--- src/rtl/io_uart_responder.sv ---
`timescale 1ns/1ps
`default_nettype none
// ============================================================================
// Module   : io_uart_responder
// Purpose  : Memory-mapped IO target on the core's IO bus. Holds the LED
//            register, an 8N1 UART transmitter and an 8N1 UART receiver that
//            feeds a small RX FIFO. Reads are combinational, side-effect free.
// Ports    : clk, resetn (sync, active-low)
//            io_addr[31:0]  byte address, word address = io_addr[15:2]
//            io_wdata[31:0] write data, io_wr single-cycle write strobe
//            io_rdata[31:0] combinational read data
//            leds           LED register
//            uart_tx        serial out (idle high), uart_rx serial in (async)
// Register map (one-hot on word address):
//            wa[0] LED, wa[1] TXDATA, wa[2] STATUS, wa[3] RXDATA
// Revision : 1.0 - initial release
// ============================================================================
module io_uart_responder #(
  parameter int CLK_FREQ_HZ   = 10000000,
  parameter int BAUD_RATE     = 1000000,
  parameter int RX_FIFO_DEPTH = 4,
  parameter int LED_WIDTH     = 6
) (
  input  logic                 clk,
  input  logic                 resetn,
  input  logic [31:0]          io_addr,
  input  logic [31:0]          io_wdata,
  input  logic                 io_wr,
  output logic [31:0]          io_rdata,
  output logic [LED_WIDTH-1:0] leds,
  output logic                 uart_tx,
  input  logic                 uart_rx
);

  localparam int c_CPB = CLK_FREQ_HZ / BAUD_RATE;
  localparam int c_CW  = $clog2(c_CPB);
  localparam int c_AW  = $clog2(RX_FIFO_DEPTH);
  localparam logic [c_CW-1:0] c_BIT_LAST  = c_CW'(c_CPB - 1);
  localparam logic [c_CW-1:0] c_HALF_LAST = c_CW'(c_CPB / 2 - 1);
  localparam logic [c_AW:0]   c_FULL      = (c_AW + 1)'(RX_FIFO_DEPTH);

  // Shared state encoding for both serial FSMs
  localparam logic [1:0] c_ST_IDLE  = 2'd0;
  localparam logic [1:0] c_ST_START = 2'd1;
  localparam logic [1:0] c_ST_DATA  = 2'd2;
  localparam logic [1:0] c_ST_STOP  = 2'd3;

  // --------------------------------------------------------------------------
  // Address decode
  // --------------------------------------------------------------------------
  logic [13:0] w_wa;
  logic        w_sel_led, w_sel_tx, w_sel_st, w_sel_rx;
  assign w_wa      = io_addr[15:2];
  assign w_sel_led = w_wa[0];
  assign w_sel_tx  = w_wa[1];
  assign w_sel_st  = w_wa[2];
  assign w_sel_rx  = w_wa[3];

  logic w_unused;
  assign w_unused = ^{io_addr[31:16], io_addr[1:0], w_wa[13:4], io_wdata[31:8]};

  // STATUS write-1-to-clear: [0] rx_ovr, [1] tx_ovr, [2] rx_ferr
  logic [2:0] w_clr;
  assign w_clr = (io_wr && w_sel_st) ? io_wdata[3:1] : 3'b000;

  // --------------------------------------------------------------------------
  // LED register
  // --------------------------------------------------------------------------
  always_ff @(posedge clk) begin
    if (!resetn)                leds <= '0;
    else if (io_wr && w_sel_led) leds <= io_wdata[LED_WIDTH-1:0];
  end

  // --------------------------------------------------------------------------
  // Transmitter
  // --------------------------------------------------------------------------
  logic [1:0]      r_tx_state;
  logic [c_CW-1:0] r_tx_cnt;
  logic [2:0]      r_tx_bit;
  logic [7:0]      r_tx_data;
  logic            w_tx_busy, w_tx_last, w_tx_wr, w_tx_accept;

  assign w_tx_busy   = (r_tx_state != c_ST_IDLE);
  // Final clock of the stop bit: a write here starts the next frame seamlessly
  assign w_tx_last   = (r_tx_state == c_ST_STOP) && (r_tx_cnt == c_BIT_LAST);
  assign w_tx_wr     = io_wr && w_sel_tx;
  assign w_tx_accept = w_tx_wr && (!w_tx_busy || w_tx_last);

  always_ff @(posedge clk) begin
    if (!resetn) begin
      r_tx_state <= c_ST_IDLE;
      r_tx_cnt   <= '0;
      r_tx_bit   <= '0;
      r_tx_data  <= '0;
      uart_tx    <= 1'b1;
    end else if (w_tx_accept) begin
      r_tx_state <= c_ST_START;
      r_tx_cnt   <= '0;
      r_tx_data  <= io_wdata[7:0];
      uart_tx    <= 1'b0;
    end else begin
      case (r_tx_state)
        c_ST_START: begin
          if (r_tx_cnt == c_BIT_LAST) begin
            r_tx_state <= c_ST_DATA;
            r_tx_cnt   <= '0;
            r_tx_bit   <= '0;
            uart_tx    <= r_tx_data[0];
          end else begin
            r_tx_cnt <= r_tx_cnt + c_CW'(1);
          end
        end
        c_ST_DATA: begin
          if (r_tx_cnt == c_BIT_LAST) begin
            r_tx_cnt <= '0;
            if (r_tx_bit == 3'd7) begin
              r_tx_state <= c_ST_STOP;
              uart_tx    <= 1'b1;
            end else begin
              r_tx_bit <= r_tx_bit + 3'd1;
              uart_tx  <= r_tx_data[r_tx_bit + 3'd1];
            end
          end else begin
            r_tx_cnt <= r_tx_cnt + c_CW'(1);
          end
        end
        c_ST_STOP: begin
          if (r_tx_cnt == c_BIT_LAST) r_tx_state <= c_ST_IDLE;
          else                        r_tx_cnt   <= r_tx_cnt + c_CW'(1);
        end
        default: r_tx_state <= c_ST_IDLE;
      endcase
    end
  end

  // --------------------------------------------------------------------------
  // Receiver (2-flop synchronizer plus a delayed copy for edge detection)
  // --------------------------------------------------------------------------
  logic            r_rx_s1, r_rx_s2, r_rx_prev;
  logic [1:0]      r_rx_state;
  logic [c_CW-1:0] r_rx_cnt;
  logic [2:0]      r_rx_bit;
  logic [7:0]      r_rx_shift;
  logic            w_rx_stop_smp, w_rx_push_req, w_rx_ferr_set;

  assign w_rx_stop_smp = (r_rx_state == c_ST_STOP) && (r_rx_cnt == c_BIT_LAST);
  assign w_rx_push_req = w_rx_stop_smp && r_rx_s2;
  assign w_rx_ferr_set = w_rx_stop_smp && !r_rx_s2;

  always_ff @(posedge clk) begin
    if (!resetn) begin
      r_rx_s1    <= 1'b1;
      r_rx_s2    <= 1'b1;
      r_rx_prev  <= 1'b1;
      r_rx_state <= c_ST_IDLE;
      r_rx_cnt   <= '0;
      r_rx_bit   <= '0;
      r_rx_shift <= '0;
    end else begin
      r_rx_s1   <= uart_rx;
      r_rx_s2   <= r_rx_s1;
      r_rx_prev <= r_rx_s2;
      case (r_rx_state)
        c_ST_IDLE: begin
          if (r_rx_prev && !r_rx_s2) begin
            r_rx_state <= c_ST_START;
            r_rx_cnt   <= '0;
          end
        end
        c_ST_START: begin
          // Mid-start-bit check rejects glitches shorter than half a bit
          if (r_rx_cnt == c_HALF_LAST) begin
            r_rx_cnt   <= '0;
            r_rx_bit   <= '0;
            r_rx_state <= r_rx_s2 ? c_ST_IDLE : c_ST_DATA;
          end else begin
            r_rx_cnt <= r_rx_cnt + c_CW'(1);
          end
        end
        c_ST_DATA: begin
          if (r_rx_cnt == c_BIT_LAST) begin
            r_rx_cnt   <= '0;
            r_rx_shift <= {r_rx_s2, r_rx_shift[7:1]};
            if (r_rx_bit == 3'd7) r_rx_state <= c_ST_STOP;
            else                  r_rx_bit   <= r_rx_bit + 3'd1;
          end else begin
            r_rx_cnt <= r_rx_cnt + c_CW'(1);
          end
        end
        c_ST_STOP: begin
          if (r_rx_cnt == c_BIT_LAST) r_rx_state <= c_ST_IDLE;
          else                        r_rx_cnt   <= r_rx_cnt + c_CW'(1);
        end
        default: r_rx_state <= c_ST_IDLE;
      endcase
    end
  end

  // --------------------------------------------------------------------------
  // RX FIFO
  // --------------------------------------------------------------------------
  logic [7:0]      r_mem [RX_FIFO_DEPTH];
  logic [c_AW-1:0] r_wr_ptr, r_rd_ptr;
  logic [c_AW:0]   r_count;
  logic            w_empty, w_full, w_pop, w_push, w_rx_ovr_set;

  assign w_empty      = (r_count == '0);
  assign w_full       = (r_count == c_FULL);
  assign w_pop        = io_wr && w_sel_rx && !w_empty;
  // A pop on the same edge frees the slot, so a full FIFO still accepts
  assign w_push       = w_rx_push_req && (!w_full || w_pop);
  assign w_rx_ovr_set = w_rx_push_req && w_full && !w_pop;

  always_ff @(posedge clk) begin
    if (w_push) r_mem[r_wr_ptr] <= r_rx_shift;
  end

  always_ff @(posedge clk) begin
    if (!resetn) begin
      r_wr_ptr <= '0;
      r_rd_ptr <= '0;
      r_count  <= '0;
    end else begin
      if (w_push) r_wr_ptr <= r_wr_ptr + c_AW'(1);
      if (w_pop)  r_rd_ptr <= r_rd_ptr + c_AW'(1);
      if (w_push && !w_pop)      r_count <= r_count + (c_AW + 1)'(1);
      else if (w_pop && !w_push) r_count <= r_count - (c_AW + 1)'(1);
    end
  end

  // --------------------------------------------------------------------------
  // Sticky flags: a set on the same edge as a clear wins
  // --------------------------------------------------------------------------
  logic r_rx_ovr, r_tx_ovr, r_rx_ferr;

  always_ff @(posedge clk) begin
    if (!resetn) begin
      r_rx_ovr  <= 1'b0;
      r_tx_ovr  <= 1'b0;
      r_rx_ferr <= 1'b0;
    end else begin
      r_rx_ovr  <= w_rx_ovr_set              || (r_rx_ovr  && !w_clr[0]);
      r_tx_ovr  <= (w_tx_wr && !w_tx_accept) || (r_tx_ovr  && !w_clr[1]);
      r_rx_ferr <= w_rx_ferr_set             || (r_rx_ferr && !w_clr[2]);
    end
  end

  // --------------------------------------------------------------------------
  // Read mux: OR of all selected registers
  // --------------------------------------------------------------------------
  always_comb begin
    io_rdata = '0;
    if (w_sel_led)
      io_rdata = io_rdata | {{(32 - LED_WIDTH){1'b0}}, leds};
    if (w_sel_st)
      io_rdata = io_rdata | {22'b0, w_tx_busy, 5'b0, r_rx_ferr, r_tx_ovr, r_rx_ovr, !w_empty};
    if (w_sel_rx && !w_empty)
      io_rdata = io_rdata | {24'b0, r_mem[r_rd_ptr]};
  end

endmodule
`default_nettype wire

--- config.mk ---
export PLATFORM = sky130hd
export DESIGN_NAME = io_uart_responder
export DESIGN_NICKNAME = d
export VERILOG_FILES = /design/src/rtl/io_uart_responder.sv
export SDC_FILE = /design/constraint.sdc
export NUM_CORES = 1
export LEC_CHECK = 0
export ABC_AREA = 1
export CAP_MARGIN = 25
export CORE_MARGIN = 2
export CORE_UTILIZATION = 26
export DETAILED_ROUTE_END_ITERATION = 6
export SLEW_MARGIN = 10
export SYNTH_ARGS = -nofsm -noshare
export SYNTH_HDL_FRONTEND = slang
export SYNTH_SLANG_ARGS = --single-unit
--- constraint.sdc ---
create_clock -name clk -period 2.4 [get_ports clk]
set_input_delay 0.48 -clock clk [delete_from_list [all_inputs] [get_ports clk]]
set_output_delay 0.48 -clock clk [all_outputs]
set_load 0.02 [all_outputs]
==> flow_metrics.tcl, run 1 <==
set metrics [dict create \
    outcome "finished, final reports clean" \
    netlist_area_mm2 0.00422 \
    fin_ws_ps 101 \
    min_to "r_rx_s2" \
    ir_drop_uv 350 \
    ios 107 \
    rr_worst_depth 13 \
    cp-start-kind "input port" \
    reg2reg_to "r_count[2]" \
    rrSetupSlack_ps 210 \
    layout.nets 661 \
    die-area_mm2 0.0173 \
    grt_use_total 0.103 \
    yosysWarnings 0 \
    hold_viol 0 \
    grt_max_degree 42 \
    cts_htree_levels 3 \
    antenna_found_initial 0 \
    ys_ff_latch 88 \
    setup_violations 0 \
    required_ps 1920 \
    fin_area_mm2 0.00515 \
    fin_cells 795 \
    cts_sinks 88 \
    dpl.cell_count 779 \
    grt_pass1_vias 2971 \
    die_h_um 131 \
    drive_above_1_share 0.107 \
    ys_seq_area_frac 0.493 \
    hp-class "reg2reg" \
    final-max-slew-violation-count 0 \
    diodes 0 \
    port_buffers 31 \
    cellLeakagePower_nw 2.21 \
    crit_fanout 6 \
    worstSetupEndpointType "primary output" \
    hpwl_um 6350 \
    core_area_mm2 0.0159 \
    clockRootBuffer "clkbuf_16" \
    fin_hold_ws_ps 414 \
    die_x_um 131 \
    post-cts-setup-buffers 0 \
    drt_iter0_markers 203 \
    p_total_mw 4.24 \
    cts_buffer_depth 2 \
    pre_cts_ws_ps -205 \
    numCtsBuffers 9 \
    clock_skew_ps 5.11 \
    insertion_delay_ps 330 \
    powerDensity_mw_per_mm2 824 \
    dr_total_vias 3310 \
    placed_cell_area_mm2 0.00484 \
    wl_um 8680 \
    synth.avg_cell_area_um2 8.14 \
    fin_crit_sh 0.958 \
    start_util 0.266 \
    cp-startpoint "io_addr[5]" \
    cp.arrival_ps 1820 \
    postRouteAntennaNets 0 \
    hold_depth 1 \
    drt-pass1-iter-count 4 \
    cts_tree "yes" \
    maxCapViolations 0 \
    min_period_ps 2300 \
    synthToLayoutAreaGrowth_pct 21.9 \
    final_cell_mix "102 x nor2_1, 92 x nand2_1, 55 x dfxtp_1" \
    path_class "in2out" \
    rows 46 \
    cts.clk_slew.worst_paths_ps 60 \
    route.detailed.drc 0 \
    viasPerCell 4.16 \
    rsz0062_at_grt "no" \
    hold_start "r_rx_s1" \
    yosys.cell_types.count 32 \
    gp_congestion 0.805 \
    cts_hold_buf 0 \
    layout_commonest_cell "nor2_1" \
    synthCells 519 \
    grt_overflow 0 \
    routedWlPerCell_um 10.9 \
    r2r-start "r_rx_cnt[1]" \
    max_freq_mhz 435 \
    grt_pass1_wl_um 14600 \
]
[cells in the mapped netlist]
library cell	n	area, um^2
edfxtp_1	32	961
o22ai_1	7	43.8
dfxtp_1	56	1120
clkinv_1	1	3.75
o21ai_1	1	5.00
clkbuf_1	5	18.8
nand3_2	2	20.0
o21a_2	1	8.76
nor2_1	103	387
a22oi_1	1	7.51
a21oi_1	22	110
or2_2	2	12.5
nor3_1	1	5.00
nor2_2	5	31.3
o21ai_0	50	250
buf_6	1	11.3
nand3_4	1	17.5
ha_1	18	225
nand2_1	92	345
inv_2	2	7.51
conb_1	1	3.75
nand3_1	28	140
buf_4	23	173
a21oi_4	1	16.3
buf_2	2	10.0
nand4_1	1	6.26
fa_1	1	20.0
nor3_4	1	16.3
nand3b_1	3	22.5
inv_1	50	188
nor2_4	1	11.3
nand2_2	4	25.0
[repair_timing]
item                                    in CTS  in global routing
gates resized for setup                      9                  6
gates cloned                                 0                  0
endpoints found under the setup margin       9                  2
[final cells by class]
class                   instances  area [um^2]
clock buffers                  11          253
flip-flops and latches         88         2080
well taps                     216          270
clock inverters                 5         55.1
inverters                      53          199
fillers                      1704        10700
repair buffers                 53          464
multi-input cells             369         1820
[power breakdown]
part | leakage (nW) | total, mW | internal, mW | switching, mW
sequential | 0.791 | 1.74 | 1.66 | 0.0851
clock | 0.148 | 1.42 | 0.859 | 0.562
combinational | 1.28 | 1.08 | 0.392 | 0.686
total | 2.21 | 4.24 | 2.91 | 1.33
[metrics by stage]
step / util / TNS [ps]
finish: 0.324 / 0
CTS: 0.323 / 0
floorplan: - / 0
detailed placement: 0.305 / -1300
global placement: 0.305 / -1140
global route: 0.324 / 0
[kinds of logic after synthesis]
group	after synthesis	share of synthesized area
and+or+nand+nor	244	0.246
DFF	88	0.493
buffers and inverters	84	0.0975
AOI/OAI and AO/OA	83	0.105
adders and majority gates	19	0.0581
other	1	0.000888
[flip-flops by register name, summed over array words and instances, names as in the netlist, named ones only]
| name | flops |
|---|---|
| r_rx_bit | 3 |
| r_tx_cnt | 4 |
| r_rx_state | 1 |
| r_wr_ptr | 2 |
| r_rx_s1 | 1 |
| r_rx_shift | 8 |
| r_rx_prev | 1 |
| r_tx_state | 2 |
| r_rx_ferr | 1 |
| r_rx_s2 | 1 |
| r_count | 3 |
| r_rx_cnt | 4 |
| r_rx_ovr | 1 |
| r_tx_bit | 3 |
| r_mem | 32 |
| r_tx_data | 8 |
| uart_tx | 1 |
| leds | 6 |
| r_rd_ptr | 2 |
| r_tx_ovr | 1 |
[critical path: stages]
cell	delay, ps
clkdlybuf4s50_1	540
nand2_1	90
inv_1	150
nand2_1	80
nand3_1	120
dlygate4sd2_1	350
[metal layers]
metal | GRT usage | vias up | share of wire | wire (um)
met5 | 0 | - | 0 | 0
met1 | 0.137 | 1487 | 0.48 | 4180
li1 | - | 1746 | - | -
met3 | 0.0174 | 6 | 0.039 | 342
met2 | 0.167 | 71 | 0.47 | 4060
met4 | 0.0435 | 0 | 0.011 | 96
[worst max path at each step]
stage | slack (ps) | end
3_3_place_gp | -190 | io_rdata[3]
2_1_floorplan | 280 | r_count[2]
6_report | 100 | io_rdata[3]
4_1_cts | 60 | io_rdata[3]
3_5_place_dp | -200 | io_rdata[3]
5_1_grt | 3 | io_rdata[3]
Note: power is estimated with default switching activity, not from simulation.
==> run 2, diff against run 1 <==
--- a/config.mk
+++ b/config.mk
@@ -10,7 +10,7 @@
 export CORE_MARGIN = 2
 export CORE_UTILIZATION = 26
 export DETAILED_ROUTE_END_ITERATION = 6
-export SLEW_MARGIN = 10
+export REMOVE_ABC_BUFFERS = 1
 export SYNTH_ARGS = -nofsm -noshare
 export SYNTH_HDL_FRONTEND = slang
 export SYNTH_SLANG_ARGS = --single-unit
==> flow_metrics.tcl, run 2 (synthesized netlist as in run 1, its figures left out) <==
set metrics [dict create \
    port_buffers 31 \
    postRouteAntennaNets 0 \
    cts_buffer_depth 2 \
    powerDensity_mw_per_mm2 823 \
    maxCapViolations 0 \
    seq_area_mm2 0.00208 \
    largest_register_ffs 32 \
    reg2reg_to "r_count[2]" \
    cellLeakagePower_nw 2.23 \
    core_area_mm2 0.0159 \
    clock_skew_ps 4.23 \
    worst-path-buf-inv 3 \
    rsz0062_at_grt "no" \
    cp_num_cells 6 \
    grt_pass1_wl_um 14600 \
    layout_commonest_cell "nor2_1" \
    diodes 0 \
    drt_iter0_markers 184 \
    ir_drop_uv 321 \
    cts_sinks 88 \
    viasPerCell 4.12 \
    cts_hold_buf 0 \
    crit_path_top_delay_cell "clkdlybuf4s50_1" \
    min_period_ps 2250 \
    cp-startpoint "io_addr[5]" \
    rrSetupSlack_ps 200 \
    rr_worst_depth 13 \
    dr_total_vias 3270 \
    crit_fanout 6 \
    hpwl_um 6470 \
    die-area_mm2 0.0173 \
    rows 46 \
    gp_congestion 0.780 \
    largest_register "r_mem" \
    fin_hold_ws_ps 413 \
    cpPeakStageDelay_ps 520 \
    grt_max_degree 42 \
    cp_common_cell "nand2_1" \
    die_x_um 131 \
    worstSetupEndpointType "primary output" \
    wl_um 8880 \
    antenna_found_initial 0 \
    cp.arrival_ps 1770 \
    die_h_um 131 \
    cts_htree_levels 3 \
    layout.nets 660 \
    reg_top3 "r_mem: 32 flops, r_rx_shift: 8 flops, r_tx_data: 8 flops" \
    post-route-util 0.324 \
    grt_overflow 0 \
    post-cts-setup-buffers 0 \
    r2r-start "r_rx_cnt[1]" \
    path_class "in2out" \
    insertion_delay_ps 340 \
    fin_cells 794 \
    max_freq_mhz 444 \
    multi_input_area_mm2 0.00182 \
    required_ps 1920 \
    clockRootBuffer "clkbuf_16" \
    hp-class "reg2reg" \
    cts_tree "yes" \
    fin_crit_sh 0.939 \
    cts_resized 9 \
    synthToLayoutAreaGrowth_pct 21.8 \
    grt_use_total 0.106 \
    final_cell_mix "103 x nor2_1, 92 x nand2_1, 55 x dfxtp_1" \
    setup_violations 0 \
    routedWlPerCell_um 11.2 \
    ios 107 \
    path_cells "clkdlybuf4s50_1 -> nand2_1 -> inv_1 -> nand2_1 -> nand3_1 -> dlygate4sd2_1" \
    drive_above_1_share 0.100 \
    endpoint "io_rdata[3]" \
    crit_family "buffers and inverters" \
    grt_pass1_vias 3012 \
    hold_viol 0 \
    fillers 1674 \
    drt-pass1-iter-count 4 \
    final-max-slew-violation-count 0 \
    cp-start-kind "input port" \
    numCtsBuffers 9 \
    outcome "finished, final reports clean" \
    start_util 0.266 \
    route.detailed.drc 0 \
    cts.clk_slew.worst_paths_ps 60 \
    dpl.cell_count 778 \
]
[run 2: worst min path at each step]
stage | startpoint | end | slack, ps | cells past startpoint
final | r_rx_s1 | r_rx_s2 | 410 | 1
after global routing | r_rx_s1 | r_rx_s2 | 440 | 1
after CTS | r_rx_s1 | r_rx_s2 | 420 | 1
after detailed placement | r_rx_s1 | r_rx_s2 | 400 | 1
after global placement | r_rx_s1 | r_rx_s2 | 400 | 1
after floorplan | r_rx_s1 | r_rx_s2 | 390 | 1
[run 2: report_power, final]
group / internal, mW / total [mW] / switching (mW)
sequential: 1.66 / 1.74 / 0.0830
clock: 0.850 / 1.42 / 0.569
combinational: 0.392 / 1.07 / 0.682
[run 2: area by class of cell]
type	instances	area share
flip-flops and latches	88	0.405
repair buffers	52	0.0895
clock inverters	3	0.00414
clock buffers	13	0.0567
well taps	216	0.0525
inverters	53	0.0387
multi-input cells	369	0.353
[run 2: through the flow]
step | setup TNS, ps | setup WS, ps | total power [mW] | area [um^2]
5_1_grt | 0 | 2.14 | 4.52 | 5140
3_5_place_dp | -1180 | -190 | 2.86 | 4830
3_3_place_gp | -1210 | -191 | 2.85 | 4830
6_report | 0 | 146 | 4.23 | 5140
2_1_floorplan | 0 | 279 | 2.56 | 4090
4_1_cts | 0 | 52.3 | 4.29 | 5140
[run 2: routing by layer]
layer,wire length [um],global-route usage,share of wire,up-vias
met5,0,0,0,-
met4,157,0.0507,0.018,0
met3,289,0.0228,0.033,12
met2,3980,0.168,0.45,55
met1,4450,0.139,0.50,1458
li1,-,-,-,1745
[run 2: worst register-to-register path, delay by kind of cell, from the launching register on]
family | cells | cell delay, ps
adder cells (fa/ha/maj) | 3 | 710
flip-flops | 1 | 340
AO/OA/AOI/OAI | 4 | 460
buffers and inverters | 2 | 140
AND/OR/NAND/NOR | 4 | 450
